$ cat config.mk
export PLATFORM = sky130hd
export DESIGN_NAME = concat_block_builder
export DESIGN_NICKNAME = d
export VERILOG_FILES = /design/src/rtl/concat_block_builder.sv
export SDC_FILE = /design/constraint.sdc
export NUM_CORES = 1
export LEC_CHECK = 0
export CORE_MARGIN = 1.5
export CORE_UTILIZATION = 30
export CTS_BUF_LIST = sky130_fd_sc_hd__clkbuf_4
export CTS_CLUSTER_SIZE = 40
export DETAILED_ROUTE_END_ITERATION = 8
export PLACE_DENSITY = 0.47
export SLEW_MARGIN = 25
export SYNTH_ARGS = -nofsm -noshare
export SYNTH_HDL_FRONTEND = slang
export SYNTH_SLANG_ARGS = --single-unit
$ cat constraint.sdc
create_clock -name clk -period 3 [get_ports clk]
set_input_delay 0.45 -clock clk [delete_from_list [all_inputs] [get_ports clk]]
set_output_delay 0.45 -clock clk [all_outputs]
set_load 0.005 [all_outputs]
$ cat src/rtl/concat_block_builder.sv
// Header/nonce concatenator: captures one header and one nonce through valid/ready
// handshakes, then emits one or more assembled blocks with an incrementing nonce.
module concat_block_builder #(
   parameter int HDR_BYTES   = 12,
   parameter int NONCE_BYTES = 4,
   parameter int CNT_W       = 16
) (
   input  logic                           clk,
   input  logic                           reset,
   input  logic                           enable,
   input  logic                           hdr_valid,
   output logic                           hdr_ready,
   input  logic [HDR_BYTES*8-1:0]         hdr_data,
   input  logic                           nonce_valid,
   output logic                           nonce_ready,
   input  logic [NONCE_BYTES*8-1:0]       nonce_data,
   input  logic [CNT_W-1:0]               sweep_count,
   input  logic                           nonce_first,
   output logic                           blk_valid,
   input  logic                           blk_ready,
   output logic [(HDR_BYTES+NONCE_BYTES)*8-1:0] blk_data,
   output logic                           blk_last,
   output logic                           busy
);

   localparam int BLK_BYTES = HDR_BYTES + NONCE_BYTES;
   localparam int HDR_W     = HDR_BYTES * 8;
   localparam int NONCE_W   = NONCE_BYTES * 8;
   localparam int BLK_W     = BLK_BYTES * 8;

   localparam logic [CNT_W-1:0]   CNT_ZERO   = {CNT_W{1'b0}};
   localparam logic [CNT_W-1:0]   CNT_ONE    = {{(CNT_W-1){1'b0}}, 1'b1};
   localparam logic [NONCE_W-1:0] NONCE_ZERO = {NONCE_W{1'b0}};
   localparam logic [NONCE_W-1:0] NONCE_ONE  = {{(NONCE_W-1){1'b0}}, 1'b1};
   localparam logic [HDR_W-1:0]   HDR_ZERO   = {HDR_W{1'b0}};
   localparam logic [BLK_W-1:0]   BLK_ZERO   = {BLK_W{1'b0}};

   typedef enum logic [0:0] {
      ST_COLLECT = 1'b0,
      ST_EMIT    = 1'b1
   } state_t;

   // The operand listed first lands in the MSBs of the block.
   function automatic logic [BLK_W-1:0] assemble_block(
      input logic [HDR_W-1:0]   hdr,
      input logic [NONCE_W-1:0] nonce,
      input logic               nonce_high
   );
      logic [BLK_W-1:0] blk;
      if (nonce_high) begin
         blk = {nonce, hdr};
      end else begin
         blk = {hdr, nonce};
      end
      return blk;
   endfunction

   state_t               state_r,       state_s;
   logic                 hdr_full_r,    hdr_full_s;
   logic                 nonce_full_r,  nonce_full_s;
   logic [HDR_W-1:0]     hdr_r,         hdr_s;
   logic                 nonce_first_r, nonce_first_s;
   logic [NONCE_W-1:0]   cur_nonce_r,   cur_nonce_s;
   logic [CNT_W-1:0]     remaining_r,   remaining_s;
   logic                 blk_valid_r,   blk_valid_s;
   logic [BLK_W-1:0]     blk_data_r,    blk_data_s;
   logic                 blk_last_r,    blk_last_s;
   logic                 busy_r,        busy_s;
   logic                 hdr_acc_s;
   logic                 nonce_acc_s;

   assign hdr_ready   = enable & ~hdr_full_r;
   assign nonce_ready = enable & ~nonce_full_r;
   assign blk_valid   = blk_valid_r;
   assign blk_data    = blk_data_r;
   assign blk_last    = blk_last_r;
   assign busy        = busy_r;

   // Next-state, hold-register and registered-output computation.
   always_comb begin
      hdr_acc_s     = hdr_valid & enable & ~hdr_full_r;
      nonce_acc_s   = nonce_valid & enable & ~nonce_full_r;
      state_s       = state_r;
      hdr_full_s    = hdr_full_r;
      nonce_full_s  = nonce_full_r;
      hdr_s         = hdr_r;
      nonce_first_s = nonce_first_r;
      cur_nonce_s   = cur_nonce_r;
      remaining_s   = remaining_r;
      blk_valid_s   = blk_valid_r;
      blk_data_s    = blk_data_r;
      blk_last_s    = blk_last_r;

      if (!enable) begin
         // Flush: drops any held inputs and any unacknowledged block.
         state_s      = ST_COLLECT;
         hdr_full_s   = 1'b0;
         nonce_full_s = 1'b0;
         cur_nonce_s  = NONCE_ZERO;
         remaining_s  = CNT_ZERO;
         blk_valid_s  = 1'b0;
         blk_data_s   = BLK_ZERO;
         blk_last_s   = 1'b0;
      end else begin
         case (state_r)
            ST_COLLECT: begin
               if (hdr_acc_s) begin
                  hdr_full_s    = 1'b1;
                  hdr_s         = hdr_data;
                  nonce_first_s = nonce_first;
               end else begin
                  hdr_full_s    = hdr_full_r;
               end
               if (nonce_acc_s) begin
                  nonce_full_s = 1'b1;
                  cur_nonce_s  = nonce_data;
                  remaining_s  = (sweep_count == CNT_ZERO) ? CNT_ONE : sweep_count;
               end else begin
                  nonce_full_s = nonce_full_r;
               end
               // Present the first block on the edge that completes the pair.
               if (hdr_full_s && nonce_full_s) begin
                  state_s     = ST_EMIT;
                  blk_valid_s = 1'b1;
                  blk_data_s  = assemble_block(hdr_s, cur_nonce_s, nonce_first_s);
                  blk_last_s  = (remaining_s == CNT_ONE);
               end else begin
                  blk_valid_s = 1'b0;
                  blk_data_s  = BLK_ZERO;
                  blk_last_s  = 1'b0;
               end
            end
            ST_EMIT: begin
               if (blk_valid_r && blk_ready) begin
                  if (remaining_r == CNT_ONE) begin
                     state_s      = ST_COLLECT;
                     hdr_full_s   = 1'b0;
                     nonce_full_s = 1'b0;
                     remaining_s  = CNT_ZERO;
                     blk_valid_s  = 1'b0;
                     blk_data_s   = BLK_ZERO;
                     blk_last_s   = 1'b0;
                  end else begin
                     cur_nonce_s = cur_nonce_r + NONCE_ONE;
                     remaining_s = remaining_r - CNT_ONE;
                     blk_data_s  = assemble_block(hdr_r, cur_nonce_s, nonce_first_r);
                     blk_last_s  = (remaining_s == CNT_ONE);
                  end
               end else begin
                  blk_data_s = blk_data_r;
                  blk_last_s = blk_last_r;
               end
            end
            default: begin
               state_s      = ST_COLLECT;
               hdr_full_s   = 1'b0;
               nonce_full_s = 1'b0;
               blk_valid_s  = 1'b0;
               blk_data_s   = BLK_ZERO;
               blk_last_s   = 1'b0;
            end
         endcase
      end

      busy_s = hdr_full_s | nonce_full_s | (state_s == ST_EMIT);
   end

   // State and output registers with synchronous active-low reset.
   always_ff @(posedge clk) begin
      if (!reset) begin
         state_r       <= ST_COLLECT;
         hdr_full_r    <= 1'b0;
         nonce_full_r  <= 1'b0;
         hdr_r         <= HDR_ZERO;
         nonce_first_r <= 1'b0;
         cur_nonce_r   <= NONCE_ZERO;
         remaining_r   <= CNT_ZERO;
         blk_valid_r   <= 1'b0;
         blk_data_r    <= BLK_ZERO;
         blk_last_r    <= 1'b0;
         busy_r        <= 1'b0;
      end else begin
         state_r       <= state_s;
         hdr_full_r    <= hdr_full_s;
         nonce_full_r  <= nonce_full_s;
         hdr_r         <= hdr_s;
         nonce_first_r <= nonce_first_s;
         cur_nonce_r   <= cur_nonce_s;
         remaining_r   <= remaining_s;
         blk_valid_r   <= blk_valid_s;
         blk_data_r    <= blk_data_s;
         blk_last_r    <= blk_last_s;
         busy_r        <= busy_s;
      end
   end

endmodule

==> flow_summary.ini <==
[worst_setup_path]
critPathKind = reg2reg
cp-startpoint = cur_nonce_r[1]
cp.required_ns = 3.66
cp_slowest_cell = or4_4
rrSetupSlack_ns = 0.34
worstPathMaxFanout = 6
reg2regPathDepth = 7
max_stage_delay_ns = 0.58
crit_chain = ha_1, nand4_2, or3_1, or4_4, xor2_1, a211oi_1, o21bai_1
cp_top_family = simple AND/OR/NAND/NOR gates
end_kind = register
rr_endpoint = blk_data[28]
cp_num_cells = 7
crit_end = blk_data[28]
worstReg2RegStart = cur_nonce_r[1]
critPathBufInv = 0
cp_data_arrival_time_ns = 3.32
start_kind = register

[floorplan]
start_util_pct = 30.30
chipHeight_um = 238.9
die_x_um = 238.9
dieArea_um2 = 57070
coreArea_um2 = 55090
io_pins = 284
row_count = 86

[timing]
final.setup.tns_ns = 0
clock_skew_ns = 0.05388
slew_viol_final = 0
fin_crit_ns = 2.661
setup_viol = 0
hold_viol_final = 0
slew_headroom_pct = 34.83
rsz0062_at_grt = no
finalHoldWorstSlack_ns = 0.2237
worst_slack_ns = 0.3393
fmax_mhz = 375.8
fin_crit_sh_pct = 88.69
worst_pin_slew_ns = 0.9775

[yosys]
syn_avg_cell_area_um2 = 7.392
synth-main-ff-cell = dfxtp_1
syn_nets = 2413
synthCells = 2258
synthMuxAreaShare_pct = 10.83
synth_edf_count = 0
synth_top_family_by_area = simple AND/OR/NAND/NOR gates
synth_compound_area_share_pct = 22.97
synth-async-reset-ratio_pct = 0
ys_warn_count = 0
synthSimpleGateAreaFrac_pct = 23.99
synth_seq_cells = 279
synth-xor-area-share_pct = 3.306
seq_area_frac_synth_pct = 33.46
synth-adder-area-share_pct = 0.2998
netlist_area_um2 = 16690
netlist-cell-type-count = 64

[route]
num_vias = 17870
drc = 0
wl_um = 73490
drt_iter0_drc = 1752
wl_per_cell_um = 22.14
drtPass1Iterations = 5
routed_via_density = 5.383
ant_nets = 0

[run]
drv_cap = 0

[power_and_ir_drop]
power_mw = 9.960
p_sw_mw = 3.127
power_frac_comb_pct = 18.7
pwr-share-clk_pct = 41.3
power_density_nw_per_um2 = 458.4
pwr-share-seq_pct = 40.0
p_int_mw = 6.833
p_sw_share_pct = 31.40
vdd_drop_max_mv = 0.2626
p_leak_nw = 7.811

[grt]
grt_max_degree = 132
grt_pass1_wl_um = 108700
antenna_found_initial = 4
grt_pass1_vias = 16750
track_usage_pct = 25.13
overflow = 0

[clock_network]
cts_num_sinks = 279
cts_setup_buffers = 0
cts_tree = built
cts_buffers = 91
clockBufferDepth = 3
clkTransAtPathRegs_ns = 0.06
clk_latency_ns = 0.84
post_cts_resize_count = 0
clock_tree.root_cell = clkbuf_4
htree_num_levels = 3
hold_buffers = 0

[final_layout]
final_cell_mix = 533 x nand2_1, 281 x clkdlybuf4s50_1, 277 x dfxtp_1
nets = 2660
multi_input_area_um2 = 10300
area.sequential_um2 = 5590
num-fill-cells = 5786
final_common_cell = nand2_1
syn2layout_area_growth_pct = 30.16
drive_above_1_share_pct = 11.10

[placed_design]
place.gp.congestion = 0.8906
place_ws_ns = 0.3152
place_hpwl_um = 51600
io_buffer_count = 283

[hold_path]
min_path_type = in2reg

[status]
outcome = finished clean
## cell type report
| type | count | share of cell area [%] |
|---|---|---|
| clock inverter | 17 | 0.5471 |
| clock buffer | 138 | 4.768 |
| sequential | 279 | 25.73 |
| multi-input combinational | 1759 | 47.42 |
| timing repair buffer | 364 | 17.01 |
| tap | 748 | 4.308 |
| inverter | 10 | 0.1728 |
| antenna | 4 | 0.04607 |
## per-layer routing
layer	GRT usage (%)	vias up	wire, µm
li1	-	8532	-
met5	0	-	0
met3	4.538	95	5651
met4	7.384	0	1469
met2	34.60	790	29490
met1	38.86	8449	36880
## metrics by stage
| step | std cells | util [%] | area [µm²] |
|---|---|---|---|
| floorplan | 2258 | - | 16690 |
| global placement | 3160 | 37.32 | 20560 |
| detailed placement | 3160 | 37.32 | 20560 |
| CTS | 3315 | 39.42 | 21720 |
| global route | 3317 | 39.43 | 21720 |
| finish | 3319 | 39.44 | 21730 |
## flip-flops by register name (all words and copies together), names as in the netlist
signal,flops
hdr_full_r,1
blk_valid,1
state_r,1
hdr_r,96
cur_nonce_r,32
blk_data,128
busy,1
blk_last,1
nonce_first_r,1
nonce_full_r,1
remaining_r,16
## power groups by stage
| stage | logic, mW | registers [mW] | clock network (mW) |
|---|---|---|---|
| 2_1_floorplan | 1.04 | 3.97 | 0 |
| 3_3_place_gp | 1.83 | 4.05 | 0 |
| 3_5_place_dp | 1.84 | 4.05 | 0 |
| 4_1_cts | 1.84 | 3.97 | 4.24 |
| 5_1_grt | 2.01 | 3.99 | 4.45 |
| 6_report | 1.86 | 3.98 | 4.12 |
## cell families after synthesis
| kind of cell | Yosys count |
|---|---|
| simple gates | 939 |
| xor+xnor | 63 |
| fa+ha+maj | 4 |
| buf+inv | 220 |
| flops | 279 |
| compound gates | 576 |
| mux | 177 |
## worst register-to-register path, stage by stage (launching register included)
cell,delay [ns]
dfxtp_1,0.38
ha_1,0.21
nand4_2,0.17
or3_1,0.56
or4_4,0.59
xor2_1,0.28
a211oi_1,0.13
o21bai_1,0.19
## how the worst min path moves through the flow
stage                   start              to  slack, ns  depth (start not counted)
5_1_grt        sweep_count[7]  remaining_r[7]       0.23                          3
2_1_floorplan       hdr_r[32]       hdr_r[32]       0.46                          2
4_1_cts        sweep_count[7]  remaining_r[7]       0.16                          3
6_report       sweep_count[7]  remaining_r[7]       0.22                          3
3_3_place_gp        hdr_r[42]       hdr_r[42]       0.47                          2
3_5_place_dp        hdr_r[47]       hdr_r[47]       0.48                          2
## synth_stat cells (all sizes together), types with 7 or more instances
master	count	share of area, %
a21boi	95	4.3
xnor2	34	1.8
a311oi	15	0.79
o211ai	85	3.8
a21oi	91	2.7
a32oi	29	1.5
nor3	30	1.0
inv	8	0.18
a211oi	28	1.3
dfxtp	279	33
a221oi	9	0.47
o22ai	17	0.64
nand4	18	0.84
mux2i	148	8.9
o21ai	139	4.2
xor2	29	1.5
a31oi	19	0.71
a222oi	7	0.42
nand2	535	12
nand3	119	3.6
clkbuf	167	3.8
buf	43	1.2
nor4	13	0.52
and3	7	0.26
mux2	29	2.0
or3	9	0.34
nor2	178	4.0
a211o	11	0.58
Power figures use the tool's default switching activity.
